<file path="src/rtl/exe_pkg.sv">
// Shared EXE-stage definitions: multiply sequencer states, status bit
// positions, the MUL command code and the flag merge helper.
package exe_pkg;

  typedef enum logic [1:0] {
    IDLE = 2'd0,
    RUN  = 2'd1,
    DONE = 2'd2
  } mul_state_e;

  localparam int N_BIT = 3;
  localparam int Z_BIT = 2;
  localparam int C_BIT = 1;
  localparam int V_BIT = 0;

  localparam logic [3:0] EXE_MUL = 4'b0010;

  // N and Z come from the product, C and V pass through untouched
  function automatic logic [3:0] mul_flags(
    input logic [3:0] st_i,
    input logic       neg_i,
    input logic       zero_i
  );
    logic [3:0] f;
    f        = st_i;
    f[N_BIT] = neg_i;
    f[Z_BIT] = zero_i;
    return f;
  endfunction

endpackage

</file>
<file path="src/rtl/mul_shift_add_dp.sv">
// Shift-add multiply datapath: multiplicand, multiplier, accumulator and
// iteration counter with load/step controls and a last-iteration flag.
module mul_shift_add_dp
  import exe_pkg::*;
#(
  parameter int N     = 32,
  parameter int CNT_W = 5
) (
  input  logic         clk,
  input  logic         rst,
  input  logic         load_i,
  input  logic         step_i,
  input  logic [N-1:0] mcand_i,
  input  logic [N-1:0] mplier_i,
  input  logic [N-1:0] acc_i,
  output logic [N-1:0] acc_nxt_o,
  output logic         last_o
);

  logic [N-1:0]     mcand_q, mcand_d;
  logic [N-1:0]     mplier_q, mplier_d;
  logic [N-1:0]     acc_q, acc_d;
  logic [CNT_W-1:0] cnt_q, cnt_d;

  always_comb begin
    mcand_d  = mcand_q;
    mplier_d = mplier_q;
    acc_d    = acc_q;
    cnt_d    = cnt_q;
    if (load_i) begin
      mcand_d  = mcand_i;
      mplier_d = mplier_i;
      acc_d    = acc_i;
      cnt_d    = '0;
    end else if (step_i) begin
      if (mplier_q[0]) acc_d = acc_q + mcand_q;
      mcand_d  = mcand_q << 1;
      mplier_d = mplier_q >> 1;
      cnt_d    = cnt_q + 1'b1;
    end
  end

  // Stop once the remaining multiplier bits are all zero
  assign last_o = (mplier_q[N-1:1] == '0) |
                  (cnt_q == CNT_W'(N-1));

  assign acc_nxt_o = acc_d;

  always_ff @(posedge clk or negedge rst) begin
    if (!rst) begin
      mcand_q  <= '0;
      mplier_q <= '0;
      acc_q    <= '0;
      cnt_q    <= '0;
    end else begin
      mcand_q  <= mcand_d;
      mplier_q <= mplier_d;
      acc_q    <= acc_d;
      cnt_q    <= cnt_d;
    end
  end

endmodule

</file>
<file path="src/rtl/exe_mul_sequencer.sv">
// Multi-cycle MUL sequencer beside the EXE ALU: stalls the front end while
// iterating. Define MUL_ACC_EN to add the AccIn/accIn_sel MLA inputs.
module exe_mul_sequencer
  import exe_pkg::*;
#(
  parameter int N     = 32,
  parameter int CNT_W = 5
) (
  input  logic         clk,
  input  logic         rst,
  input  logic         start,
  input  logic         flush,
  input  logic [N-1:0] Val1In,
  input  logic [N-1:0] Val2In,
  input  logic         SIn,
  input  logic [3:0]   statusIn,
`ifdef MUL_ACC_EN
  input  logic [N-1:0] AccIn,
  input  logic         accIn_sel,
`endif
  output logic         stall,
  output logic         done,
  output logic [N-1:0] ResOut,
  output logic [3:0]   statusOut,
  output logic         statusWe
);

  mul_state_e   state_q, state_d;
  logic         s_q;
  logic [N-1:0] res_q;
  logic [3:0]   stat_q;
  logic [N-1:0] acc_init;
  logic [N-1:0] acc_nxt;
  logic         last;
  logic         accept;
  logic         finish;
  logic         in_run;

  assign in_run = (state_q == RUN);
  assign accept = (state_q == IDLE) & start & ~flush;
  assign finish = in_run & last & ~flush;

`ifdef MUL_ACC_EN
  assign acc_init = accIn_sel ? AccIn : '0;
`else
  assign acc_init = '0;
`endif

  mul_shift_add_dp #(
    .N     (N),
    .CNT_W (CNT_W)
  ) u_dp (
    .clk       (clk),
    .rst       (rst),
    .load_i    (accept),
    .step_i    (in_run),
    .mcand_i   (Val1In),
    .mplier_i  (Val2In),
    .acc_i     (acc_init),
    .acc_nxt_o (acc_nxt),
    .last_o    (last)
  );

  always_comb begin
    state_d = state_q;
    unique case (1'b1)
      (state_q == IDLE): if (accept) state_d = RUN;
      (state_q == RUN): begin
        if (flush)     state_d = IDLE;
        else if (last) state_d = DONE;
      end
      default: state_d = IDLE;
    endcase
  end

  always_ff @(posedge clk or negedge rst) begin
    if (!rst) begin
      state_q <= IDLE;
      s_q     <= 1'b0;
      res_q   <= '0;
      stat_q  <= '0;
    end else begin
      state_q <= state_d;
      if (accept) s_q <= SIn;
      // Result registers update only on a completed, unflushed run
      if (finish) begin
        res_q  <= acc_nxt;
        stat_q <= mul_flags(statusIn, acc_nxt[N-1], acc_nxt == '0);
      end
    end
  end

  assign stall     = in_run | accept;
  assign done      = (state_q == DONE);
  assign statusWe  = done & s_q;
  assign ResOut    = res_q;
  assign statusOut = stat_q;

endmodule

</file>
<file path="config.mk">
export PLATFORM = sky130hd
export DESIGN_NAME = exe_mul_sequencer
export DESIGN_NICKNAME = d
export VERILOG_FILES = /design/src/rtl/exe_pkg.sv /design/src/rtl/mul_shift_add_dp.sv /design/src/rtl/exe_mul_sequencer.sv
export SDC_FILE = /design/constraint.sdc
export NUM_CORES = 1
export LEC_CHECK = 0
export CAP_MARGIN = 0
export CORE_ASPECT_RATIO = 2
export CORE_MARGIN = 5
export CORE_UTILIZATION = 45
export CTS_CLUSTER_SIZE = 28
export DETAILED_ROUTE_END_ITERATION = 10
export PLACE_DENSITY = 0.66
export REMOVE_ABC_BUFFERS = 1
export SYNTH_ARGS = -nofsm -noshare
export SYNTH_HDL_FRONTEND = slang
export SYNTH_SLANG_ARGS = --single-unit
</file>
<file path="constraint.sdc">
create_clock -name clk -period 7.3 [get_ports clk]
set_input_delay 1.46 -clock clk [delete_from_list [all_inputs] [get_ports clk]]
set_output_delay 1.46 -clock clk [all_outputs]
set_load 0.1 [all_outputs]
</file>
After elaboration in Yosys (flattened, before gate mapping)
Cells that the tools add are included.
{ "word_totals": {"reg_bits": 140, "ramBits": 0, "out_inout_bits": 39, "mem_count": 0, "romBits": 0, "elab_cells": 41, "latch_bits": 0, "input_bits": 73} }
{ "classes": {"bitwise": 8, "multipliers": 0, "div_mod_pow": 0, "shifts": 0, "add_sub_neg": 2, "eq_ne": 5, "n_lt_le_gt_ge": 0, "reduce_logical": 5, "muxes": 13} }
{ "ops": {"columns": ["op", "n"], "rows": [
  ["$mux W32", 7],
  ["$add A32 B32 Y32", 1],
  ["$logic_not A32 Y1", 1],
  ["$logic_not A31 Y1", 1],
  ["$mux W5", 2],
  ["$mux W2", 3],
  ["$add A5 B1 Y5 const B", 1],
  ["$and A1 B1 Y1", 5],
  ["$eq A5 B5 Y1 const B", 1],
  ["$pmux W2 S2", 1],
  ["$ne A3 B3 Y1 const B", 1],
  ["$eq A2 B1 Y1 const B", 1],
  ["$eq A2 B2 Y1 const B", 1],
  ["$logic_not A2 Y1", 1],
  ["$ne A2 B2 Y1 const B", 1],
  ["$or A1 B1 Y1", 2],
  ["$reduce_and A2 Y1", 1],
  ["$reduce_bool A2 Y1", 1],
  ["$not A1 Y1", 1]
]} }

Logic depth before layout (Yosys ltp)
{ "logic_depth": {"depth_word": 5, "ltp_mapped": 14, "mapped_depth_nobuf": 13} }

Cells and area by module
A second synthesis with hierarchy kept.
{ "unflattened": {"hier_cells": 788, "area_unflattened_um2": 8034.0} }
{ "modules_own_cells": {"columns": ["module", "area_per_inst_um2", "cells_per_inst", "seq_area_each_um2", "n_inst"], "rows": [
  ["mul_shift_add_dp", 6354.8, 686, 2527.4, 1],
  ["exe_mul_sequencer", 1679.1, 102, 950.9, 1]
]} }

Least setup slack after synthesis
OpenSTA, ideal clock, no wires.
{ "synth_path": {"kind": "input -> output", "start": "input port flush", "end": "output port stall", "cell_stages": 5, "setup_slack_ns": 2.762, "t_arrival_ns": 3.078, "path_buffers": 1, "cell_sequence": "or3b_1 > nor2_1 > clkbuf_1 > nor2_1 > inv_1"} }
{ "synth_between": {"elab_chain_cells": 3} }
{ "synth_lines": {"columns": ["item", "line_no", "text"], "rows": [
  ["start: declaration", "exe_mul_sequencer.sv:12", "input logic flush,"],
  ["$not A1 Y1", "exe_mul_sequencer.sv:40", "assign accept = (state_q == IDLE) & start & ~flush;"],
  ["$and A1 B1 Y1", "exe_mul_sequencer.sv:40", null],
  ["$or A1 B1 Y1", "exe_mul_sequencer.sv:93", "assign stall = in_run | accept;"],
  ["end: declaration", "exe_mul_sequencer.sv:21", "output logic stall,"]
]} }
Every way passes these cells.

Worst setup path in the final report
Same ends and word-level chain as after synthesis.

==> impl_metrics.tcl <==
set metrics [dict create \
    maxCapViolations 0 \
    critPathKind "in -> out" \
    final-hold-violation-count 0 \
    setup_viol 0 \
    nets 1113 \
    dp_slack_ns 2.73 \
    min_path_cells 2 \
    worstPathArrival_ns 2.96 \
    cts-buffers-inserted 17 \
    gp_congestion 0.940 \
    via_per_inst 5.80 \
    grt_pass1_wl_um 37200 \
    synth-xor-area-share 0.0133 \
    max_freq_mhz 226 \
    finalClockSkew_ns 0.00993 \
    port_buffers 109 \
    synth_edf_count 0 \
    yosys.area_share.simple 0.249 \
    setup_tns_ns 0 \
    yosysTopAreaCell "dfrtp_1" \
    ios 112 \
    start_util 0.458 \
    yosysUniqueCellTypes 73 \
    drt_iter0_markers 392 \
    final_core_util 0.563 \
    drive_gt1_frac 0.0589 \
    layout_commonest_cell "nand2_1" \
    htree_levels 4 \
    synthTopCellsByArea "dfrtp_1 44%, nand2_1 13%, a22oi_1 5.8%" \
    wirelength_um 22700 \
    p_leak_nw 4.68 \
    synth_seq_cells 139 \
    yosysWarnings 0 \
    period_needed_ns 4.42 \
    worst_slew_pin_slew_ns 1.02 \
    overflow 0 \
    yosys-mux-area-fraction 0.0222 \
    postSynth.asyncResetShare 1.00 \
    layout_setup_ws_ns 2.88 \
    post_cts_buffers 0 \
    clk_path_buf_depth 2 \
    post_cts_resized 0 \
    dieHeight_um 197 \
    synth-compound-area-share 0.187 \
    avgRoutedWirePerCell_um 18.5 \
    grt_pass1_vias 7409 \
    synthAdderAreaFrac 0.0548 \
    cts-root-buf "clkbuf_16" \
    yosysSeqAreaShare 0.440 \
    grt_use_total 0.225 \
    timing.hold.ws_ns 0.472 \
    cts_sinks 139 \
    areaGrowthSynthToFinish_pct 23.1 \
    clk_latency_ns 0.42 \
    clk_pin_slew_ns 0.06 \
    end_kind "output port" \
    design.core.area_um2 17300 \
    synth_cells 920 \
    fillCellCount 1604 \
    layout_common_cells "274 x nand2_1, 139 x dfrtp_1, 107 x clkdlybuf4s50_1" \
    cp_max_fo 4 \
    place_area_um2 9130 \
    num_rows 68 \
    via_count 7124 \
    cts_tree "done" \
    rsz0062_at_grt "false" \
    relSlewSlack 0.318 \
    grt_max_degree 89 \
    outcome "completed" \
    synth_area_um2 7900 \
    synth.avg_cell_area_um2 8.59 \
    drc 0 \
    stdcell_area_um2 9720 \
    drt-pass1-iter-count 7 \
    hold_buffers 0 \
    synth_top_area_frac 0.440 \
    slew_viol_final 0 \
    hp-class "reg -> reg" \
    seq_area_um2 3480 \
    placed_cells 1197 \
    crit_required_ns 5.84 \
    startpoint_type "input pin" \
    synth_top_family_by_area "simple AND/OR/NAND/NOR gates" \
    fin_cells 1229 \
    antennaDiodeCount 0 \
    multiInputGateArea_um2 4180 \
    r2r_cells 13 \
    dieArea_um2 20500 \
    total_power_mw 3.52 \
    period_share 0.605 \
    ant_nets 0 \
    ir_drop_mv 0.170 \
    die_w_um 104 \
    antenna_found_initial 0 \
    place_hpwl_um 16100 \
    power-per-cell-area_nw_per_um2 362 \
    dominantRegCellSynth "dfrtp_1" \
]
-- state kept, by name, indices dropped and copies added (netlist names) --
signal	flops
s_q	1
state_q	2
u_dp.mplier_q	32
u_dp.acc_q	32
u_dp.cnt_q	5
statusOut	3
ResOut	32
u_dp.mcand_q	32
-- path summary, 6_finish.rpt --
kind,from,endpoint,slack [ns]
min in group asynchronous,rst,u_dp.mplier_q[7],1.10
worst max-delay path,flush,stall,2.88
worst min-delay path,ResOut[11],ResOut[11],0.47
worst max register to register,u_dp.acc_q[0],statusOut[2],3.43
max in group asynchronous,rst,statusOut[0],5.04
worst min register to register,ResOut[11],ResOut[11],0.47
-- synth_stat cells (all sizes together), types with 3 or more instances --
master  count
nand2     274
dfrtp     139
a22oi      61
nor2       49
a21oi      44
clkbuf     38
ha         33
o21ai      33
nand3      17
buf        14
nor3       14
mux2i      13
nor4       13
a21o       12
inv        11
and3       10
nand2b     10
nand4      10
and2        9
a211oi      8
xnor2       8
o211ai      7
o31ai       7
o21a        6
o21bai      6
or3         6
o211a       5
a31oi       4
mux2        4
nor2b       4
xor2        4
a32oi       3
and3b       3
nand3b      3
or2         3
-- report_power, final --
group	switching [mW]	internal, mW
registers	0.186	0.978
clock network	0.345	0.522
logic	0.923	0.562
-- layer usage --
layer | track usage | wire, um | vias to the layer above | part of all wire
li1 | - | - | 3427 | -
met5 | 0 | 0 | - | 0
met4 | 0.0941 | 696 | 0 | 0.031
met2 | 0.439 | 12800 | 196 | 0.57
met3 | 0.0399 | 986 | 42 | 0.043
met1 | 0.230 | 8170 | 3459 | 0.36
-- cell families after synthesis --
kind of cell	after synthesis
compound gates	215
xor+xnor	12
fa+ha+maj	34
buf+inv	64
flops	139
mux	17
simple gates	439
-- final cells by class --
type | count | area share
Sequential cell | 139 | 0.358
Timing Repair Buffer | 119 | 0.120
Multi-Input combinational cell | 717 | 0.430
Clock inverter | 13 | 0.0144
Tap cell | 210 | 0.0270
Clock buffer | 19 | 0.0466
Inverter | 12 | 0.00463
-- worst max-delay path, stage by stage --
cell             delay [ns]
clkdlybuf4s50_1        0.43
or3b_1                 0.47
nor2_4                 0.16
nor2_4                 0.06
inv_1                  0.07
buf_4                  0.29
(Power assumes the default switching activity.)
